==> src/rtl/pattern_stepper.sv <==
// Timed 2-bit pattern generator driving a downstream gate stage: holds each value DWELL cycles, STEPS increments per run.
// Define PATTERN_STEPPER_GRAY_EN for a Gray-code sequence; the default build steps in binary.
module pattern_stepper #(
  parameter int DWELL = 10,
  parameter int STEPS = 4
) (
  input  logic clk,
  input  logic rst,
  input  logic start,
  input  logic stop,
  output logic drv1,
  output logic drv2,
  output logic busy,
  output logic done
);

  typedef enum logic [1:0] {IDLE, PRE, STEP, DONE} state_t;

  localparam logic [15:0] DWELL_LAST = 16'(DWELL - 1);
  localparam logic [7:0]  STEPS_L    = 8'(STEPS);

  state_t      r_state, w_state_nxt;
  logic [15:0] r_dwell, w_dwell_nxt;
  logic [7:0]  r_steps, w_steps_nxt;
  logic [1:0]  r_pat,   w_pat_nxt;
  logic        r_busy,  w_busy_nxt;
  logic        r_done,  w_done_nxt;
  logic        w_dwell_end;

  function automatic logic [1:0] next_pat(input logic [1:0] p);
`ifdef PATTERN_STEPPER_GRAY_EN
    case (p)
      2'b00:   return 2'b01;
      2'b01:   return 2'b11;
      2'b11:   return 2'b10;
      default: return 2'b00;
    endcase
`else
    return p + 2'd1;
`endif
  endfunction

  assign w_dwell_end = (r_dwell == DWELL_LAST);

  always_comb begin
    w_state_nxt = r_state;
    w_dwell_nxt = r_dwell;
    w_steps_nxt = r_steps;
    w_pat_nxt   = r_pat;
    w_busy_nxt  = r_busy;
    w_done_nxt  = 1'b0;
    case (r_state)
      IDLE: begin
        w_busy_nxt = 1'b0;
        // stop dominates a simultaneous start and clears the pattern
        if (start && stop) begin
          w_pat_nxt = 2'b00;
        end else if (start) begin
          w_state_nxt = PRE;
          w_busy_nxt  = 1'b1;
          w_pat_nxt   = 2'b00;
          w_dwell_nxt = 16'd0;
          w_steps_nxt = 8'd0;
        end
      end
      PRE, STEP: begin
        if (stop) begin
          w_state_nxt = IDLE;
          w_busy_nxt  = 1'b0;
          w_pat_nxt   = 2'b00;
          w_dwell_nxt = 16'd0;
          w_steps_nxt = 8'd0;
        end else if (w_dwell_end) begin
          w_dwell_nxt = 16'd0;
          // r_steps counts increments already applied; a run ends once all STEPS have dwelt
          if (r_steps == STEPS_L) begin
            w_state_nxt = DONE;
            w_busy_nxt  = 1'b0;
            w_done_nxt  = 1'b1;
          end else begin
            w_state_nxt = STEP;
            w_pat_nxt   = next_pat(r_pat);
            w_steps_nxt = r_steps + 8'd1;
          end
        end else begin
          w_dwell_nxt = r_dwell + 16'd1;
        end
      end
      DONE: begin
        w_state_nxt = IDLE;
        w_busy_nxt  = 1'b0;
      end
      default: begin
        w_state_nxt = IDLE;
        w_busy_nxt  = 1'b0;
      end
    endcase
  end

  always_ff @(posedge clk or posedge rst) begin
    if (rst) begin
      r_state <= IDLE;
      r_dwell <= 16'd0;
      r_steps <= 8'd0;
      r_pat   <= 2'b00;
      r_busy  <= 1'b0;
      r_done  <= 1'b0;
    end else begin
      r_state <= w_state_nxt;
      r_dwell <= w_dwell_nxt;
      r_steps <= w_steps_nxt;
      r_pat   <= w_pat_nxt;
      r_busy  <= w_busy_nxt;
      r_done  <= w_done_nxt;
    end
  end

  assign drv1 = r_pat[1];
  assign drv2 = r_pat[0];
  assign busy = r_busy;
  assign done = r_done;

endmodule

==> config.mk <==
export PLATFORM = sky130hd
export DESIGN_NAME = pattern_stepper
export DESIGN_NICKNAME = d
export VERILOG_FILES = /design/src/rtl/pattern_stepper.sv
export SDC_FILE = /design/constraint.sdc
export NUM_CORES = 1
export LEC_CHECK = 0
export ABC_AREA = 1
export BUFFER_PORTS_ARGS = -buffer_cell sky130_fd_sc_hd__clkbuf_2
export CAP_MARGIN = 20
export CORE_ASPECT_RATIO = 1.4
export CORE_UTILIZATION = 60
export DETAILED_ROUTE_END_ITERATION = 8
export GPL_TIMING_DRIVEN = 0
export HOLD_SLACK_MARGIN = 0.02
export PLACE_DENSITY = 0.87
export SLEW_MARGIN = 20
export SYNTH_ARGS = -nofsm -noshare
export SYNTH_HDL_FRONTEND = slang
export SYNTH_SLANG_ARGS = --single-unit
==> constraint.sdc <==
create_clock -name clk -period 1.85 [get_ports clk]
set_input_delay 0.37 -clock clk [delete_from_list [all_inputs] [get_ports clk]]
set_output_delay 0.37 -clock clk [all_outputs]
set_load 0.01 [all_outputs]
# Yosys cells after proc, flatten, opt, wreduce, memory -nomap -nowiden
# Cells that the tools add are included.
[totals]
ff_bits = 30
input_bits = 4
out_inout_bits = 4
elab_cells = 62
[op_classes]
addsub = 3
n_eq_ne = 11
mux = 33
n_reduce_logical = 9
[op_table]
columns = ["cell", "count"]
rows = [
  ["$mux 16", 4],
  ["$mux 8", 5],
  ["$pmux 16 s2", 1],
  ["$mux 2", 9],
  ["$add 16x1->16 const B", 1],
  ["$eq 16x4->1 const B", 1],
  ["$pmux 8 s2", 1],
  ["$ne 3x3->1 const B", 4],
  ["$mux 1", 10],
  ["$add 8x1->8 const B", 1],
  ["$eq 8x3->1 const B", 1],
  ["$pmux 2 s3", 1],
  ["$reduce_and 3->1", 2],
  ["$reduce_and 5->1", 1],
  ["$eq 2x2->1 const B", 2],
  ["$ne 2x2->1 const B", 2],
  ["$pmux 2 s2", 1],
  ["$reduce_and 4->1", 1],
  ["$pmux 1 s3", 1],
  ["$add 2x1->2 const B", 1],
  ["$eq 2x1->1 const B", 1],
  ["$logic_not 2->1", 1],
  ["$reduce_and 2->1", 1],
  ["$reduce_bool 2->1", 1],
  ["other kinds (2)", 2],
]

# Depth between registers and ports, before layout
[logic_depth]
word_depth = 5
depth_mapped = 10
depth_no_buf = 10

# Least setup slack after synthesis
# No wires, ideal clock.
[synth_timing]
kind = "register to register"
startpoint = "reg r_state[0]"
endpoint = "reg r_steps[0]"
setup_ns = 0.065
arrival_time_ns = 1.542
required_time_ns = 1.785
slack_ns = 0.243
stages_incl_launch_ff = 10
n_path_buf = 0
period_less_slack_ns = 1.607
cell_sequence = "dfrtp_1 > inv_1 > ha_1 > inv_1 > nor2_2 > a21oi_1 > inv_1 > nor2_2 > nand2_1 > nand2_1"
[synth_between]
elab_chain_cells = 4
elab_cells_between_ends = 11
classes_between = "6 x eq/ne; 1 x mux; 4 x reduce/logical"
[synth_lines]
columns = ["item", "line_no", "text"]
rows = [
  ["start, declared", "22", "state_t r_state, w_state_nxt;"],
  ["start signal, assigned", "109", "r_state <= w_state_nxt;"],
  ["$eq 2x1->1 or $eq 2x2->1 (tied branches)", "52", "case (r_state)"],
  ["$reduce_or 2->1", "52", ""],
  ["$ne 3x3->1 (no line) or $reduce_bool 2->1 (tied branches)", "-", ""],
  ["$reduce_and 5->1 (no line)", "-", ""],
  ["end signal, assigned", "111", "r_steps <= w_steps_nxt;"],
  ["end, declared", "24", "logic [7:0] r_steps, w_steps_nxt;"],
]
# Parallel ways exist; a longest one is shown, timed or not.
# A chain may end at the register's enable or synchronous reset.

# Worst setup path in the final report
[layout_timing]
startpoint = "reg r_state[0]"
endpoint = "reg r_steps[3]"
# The elaborated chain is that of the path after synthesis.

==> impl_metrics.py <==
metrics = {
    "cts": {
        "clk_pin_slew_ns": 0.07,
        "cts_sinks": 30,
        "clockRootBuffer": "clkbuf_8",
        "ctsHoldBuffers": 0,
        "clock_path_buffers": 2,
        "cts-htree-levels": 2,
        "postCtsSetupRepairBufs": 0,
        "cts_tree": "done",
        "insertion_delay_ns": 0.29,
        "numCtsBuffers": 5,
    },
    "route": {
        "drt-pass1-iter-count": 4,
        "ant_nets": 0,
        "avgRoutedWirePerCell_microns": 12.38,
        "viasPerCell": 5.261,
        "vias": 1573,
        "drc": 0,
        "routed_wl_mm": 3.701,
        "drtIter0Drc": 55,
    },
    "timing": {
        "fin_ws_ns": 0.08718,
        "maxSlewHeadroom_pct": 57.85,
        "fin_skew_ns": 0.008263,
        "period_needed_ns": 1.763,
        "finalCritPeriodShare_pct": 95.29,
        "fin_setup_tns_ns": 0,
        "maxSlewViolCount": 0,
        "hold_violations": 0,
        "hold_ws_ns": 0.1353,
        "finalSetupViolCount": 0,
        "tightest_slew_ns": 0.6313,
        "max_freq_ghz": 0.5673,
        "rsz0062_at_grt": "yes",
    },
    "global_routing": {
        "grtUsageTotal_pct": 24.93,
        "grt_pass1_wl_mm": 6.072,
        "grt_max_degree": 31,
        "grt_pass1_vias": 1471,
        "gr-total-overflow": 0,
        "antenna_found_initial": 0,
    },
    "synth": {
        "synth_ff_type": "dfrtp_1",
        "yosys_register_bits": 30,
        "synth_top_cell_by_area": "dfrtp_1",
        "synth_cell_types": 25,
        "synthesis.nets": 258,
        "synth_most_common_cell": "nand2_1",
        "ys_top_cells_by_area": "dfrtp_1, nand2_1, nor2_1, inv_1, ha_1",
        "synth-seq-area-share_pct": 41.27,
        "synth_edf_count": 0,
        "syn-cell-area_sq_um": 1819,
        "postSynthCellCount": 247,
        "async_flop_share_pct": 100.0,
        "yosysTopAreaCellShare_pct": 41.27,
        "synthTopCellsByCount": "nand2_1, nor2_1, dfrtp_1, inv_1, nand3_1",
        "avgSynthCellArea_sq_um": 7.365,
        "yosys_warnings": 0,
    },
    "placed_design": {
        "place_congestion": 0.8685,
        "dp_slack_ns": -0.05062,
        "place_area_sq_um": 1901,
        "port_buffers": 7,
        "dpl.hpwl_mm": 2.631,
    },
    "critical_path": {
        "start_kind": "flip-flop",
        "worstRegToRegCells": 9,
        "worstReg2RegStart": "r_state[0]$_DFFE_PP0P_",
        "r2r-end": "r_steps[3]$_DFFE_PP0P_",
        "startpoint": "r_state[0]$_DFFE_PP0P_",
        "cp.arrival_ns": 1.99,
        "path_max_fanout": 7,
        "required_ns": 2.08,
        "r2r_slack_ns": 0.09,
        "path_class": "flip-flop to flip-flop",
        "end_kind": "flip-flop",
    },
    "pwr": {
        "p_leak_nw": 1.017,
        "vdd_drop_max_mv": 0.9571,
        "powerDensity_nw_per_um2": 973.2,
    },
    "die": {
        "die_y_microns": 67.15,
        "initial_utilization_pct": 63.22,
        "core-area_sq_um": 2878,
        "ios": 8,
        "die_x_microns": 48.54,
        "rows": 23,
        "die_area_sq_um": 3259,
    },
    "cells_and_area": {
        "drive_gt1_share_pct": 14.89,
        "fill_cells": 245,
        "finalInstanceArea_sq_um": 2026,
        "finish.utilization_pct": 70.39,
        "syn_to_final_growth_pct": 11.35,
        "fin_nets": 272,
        "antenna_cells": 0,
    },
    "status": {
        "outcome": "finished, final reports clean",
    },
    "worst_hold_path": {
        "hold_class": "primary input to async pin",
    },
    "run": {
        "maxCapViolCount": 0,
    },
}
==> state kept, by name, indices dropped and copies added, names as in the netlist <==
name     cells
r_dwell     16
r_steps      8
r_pat        2
r_state      2
busy         1
done         1
==> cells by family after synthesis <==
family                   after synthesis  share of synthesized area (%)
AND/OR/NAND/NOR                      156                          39.00
buffers and inverters                 33                          7.015
flip-flops                            30                          41.27
AO/OA/AOI/OAI                         13                          4.058
XOR/XNOR                               8                          3.852
adder cells (fa/ha/maj)                7                          4.814
==> layer usage <==
layer	vias to the layer above	routed length, microns	GRT usage [%]
met3	9	139	6.081
met1	729	1536	25.50
met4	0	63	13.24
met2	30	1960	47.18
met5	-	0	0
li1	805	-	-
==> worst max-delay path, cell delays in order (launching register included) <==
cell and delay (ns):
dfrtp_1 0.39, inv_1 0.08, ha_1 0.36, inv_2 0.14
nor2_4 0.08, a21oi_4 0.22, inv_1 0.12, nor2_2 0.17
nand2_1 0.08, nand2_1 0.06
==> area by class of cell <==
| cell class | count | area (sq um) | area share (%) |
|---|---|---|---|
| inverters | 32 | 120.1 | 5.930 |
| multi-input cells | 184 | 974.7 | 48.12 |
| clock inverters | 1 | 5.005 | 0.2471 |
| plain buffers | 1 | 7.507 | 0.3706 |
| clock buffers | 7 | 86.33 | 4.262 |
| repair buffers | 7 | 35.03 | 1.729 |
| well taps | 37 | 46.29 | 2.285 |
| flip-flops and latches | 30 | 750.7 | 37.06 |
==> power breakdown <==
part	switching, mW	internal [mW]	total [mW]
clock	0.259	0.300	0.559
combinational	0.454	0.197	0.651
sequential	0.0528	0.709	0.762
total	0.766	1.21	1.97
==> per-stage QoR <==
| step | std cells | power [mW] |
|---|---|---|
| 3_3_place_gp | 291 | 1.345 |
| 4_1_cts | 299 | 1.929 |
| 2_1_floorplan | 247 | 1.207 |
| 5_1_grt | 299 | 2.080 |
| 3_5_place_dp | 291 | 1.359 |
| 6_report | 299 | 1.971 |
==> worst max-delay path by stage <==
| stage | to | depth (start not counted) |
|---|---|---|
| detailed placement | r_steps[3]$_DFFE_PP0P_ | 8 |
| floorplan | r_steps[0]$_DFFE_PP0P_ | 9 |
| finish | r_steps[3]$_DFFE_PP0P_ | 9 |
| global route | r_steps[1]$_DFFE_PP0P_ | 8 |
| CTS | r_steps[6]$_DFFE_PP0P_ | 9 |
| global placement | r_steps[1]$_DFFE_PP0P_ | 9 |
==> placed cells by master, fill, tap and decap left out, types with 2 or more instances in the layout <==
master    count
a21oi_1       3
clkbuf_2      7
clkbuf_8      6
dfrtp_1      30
ha_1          7
inv_1        27
inv_2         5
nand2_1      75
nand2_2       3
nand2_4       4
nand3_1      13
nand4_1       9
nor2_1       38
nor2_2        2
nor2_4        4
nor3_1        2
nor4_1        2
o21ai_0       6
xnor2_1       2
xor2_1        6
==> what timing repair did <==
item,CTS,global route
pin swaps,1,0
resized for setup,2,5
endpoints found under the hold margin,0,0
setup endpoints to repair,8,10
Power figures use the tool's default switching activity.
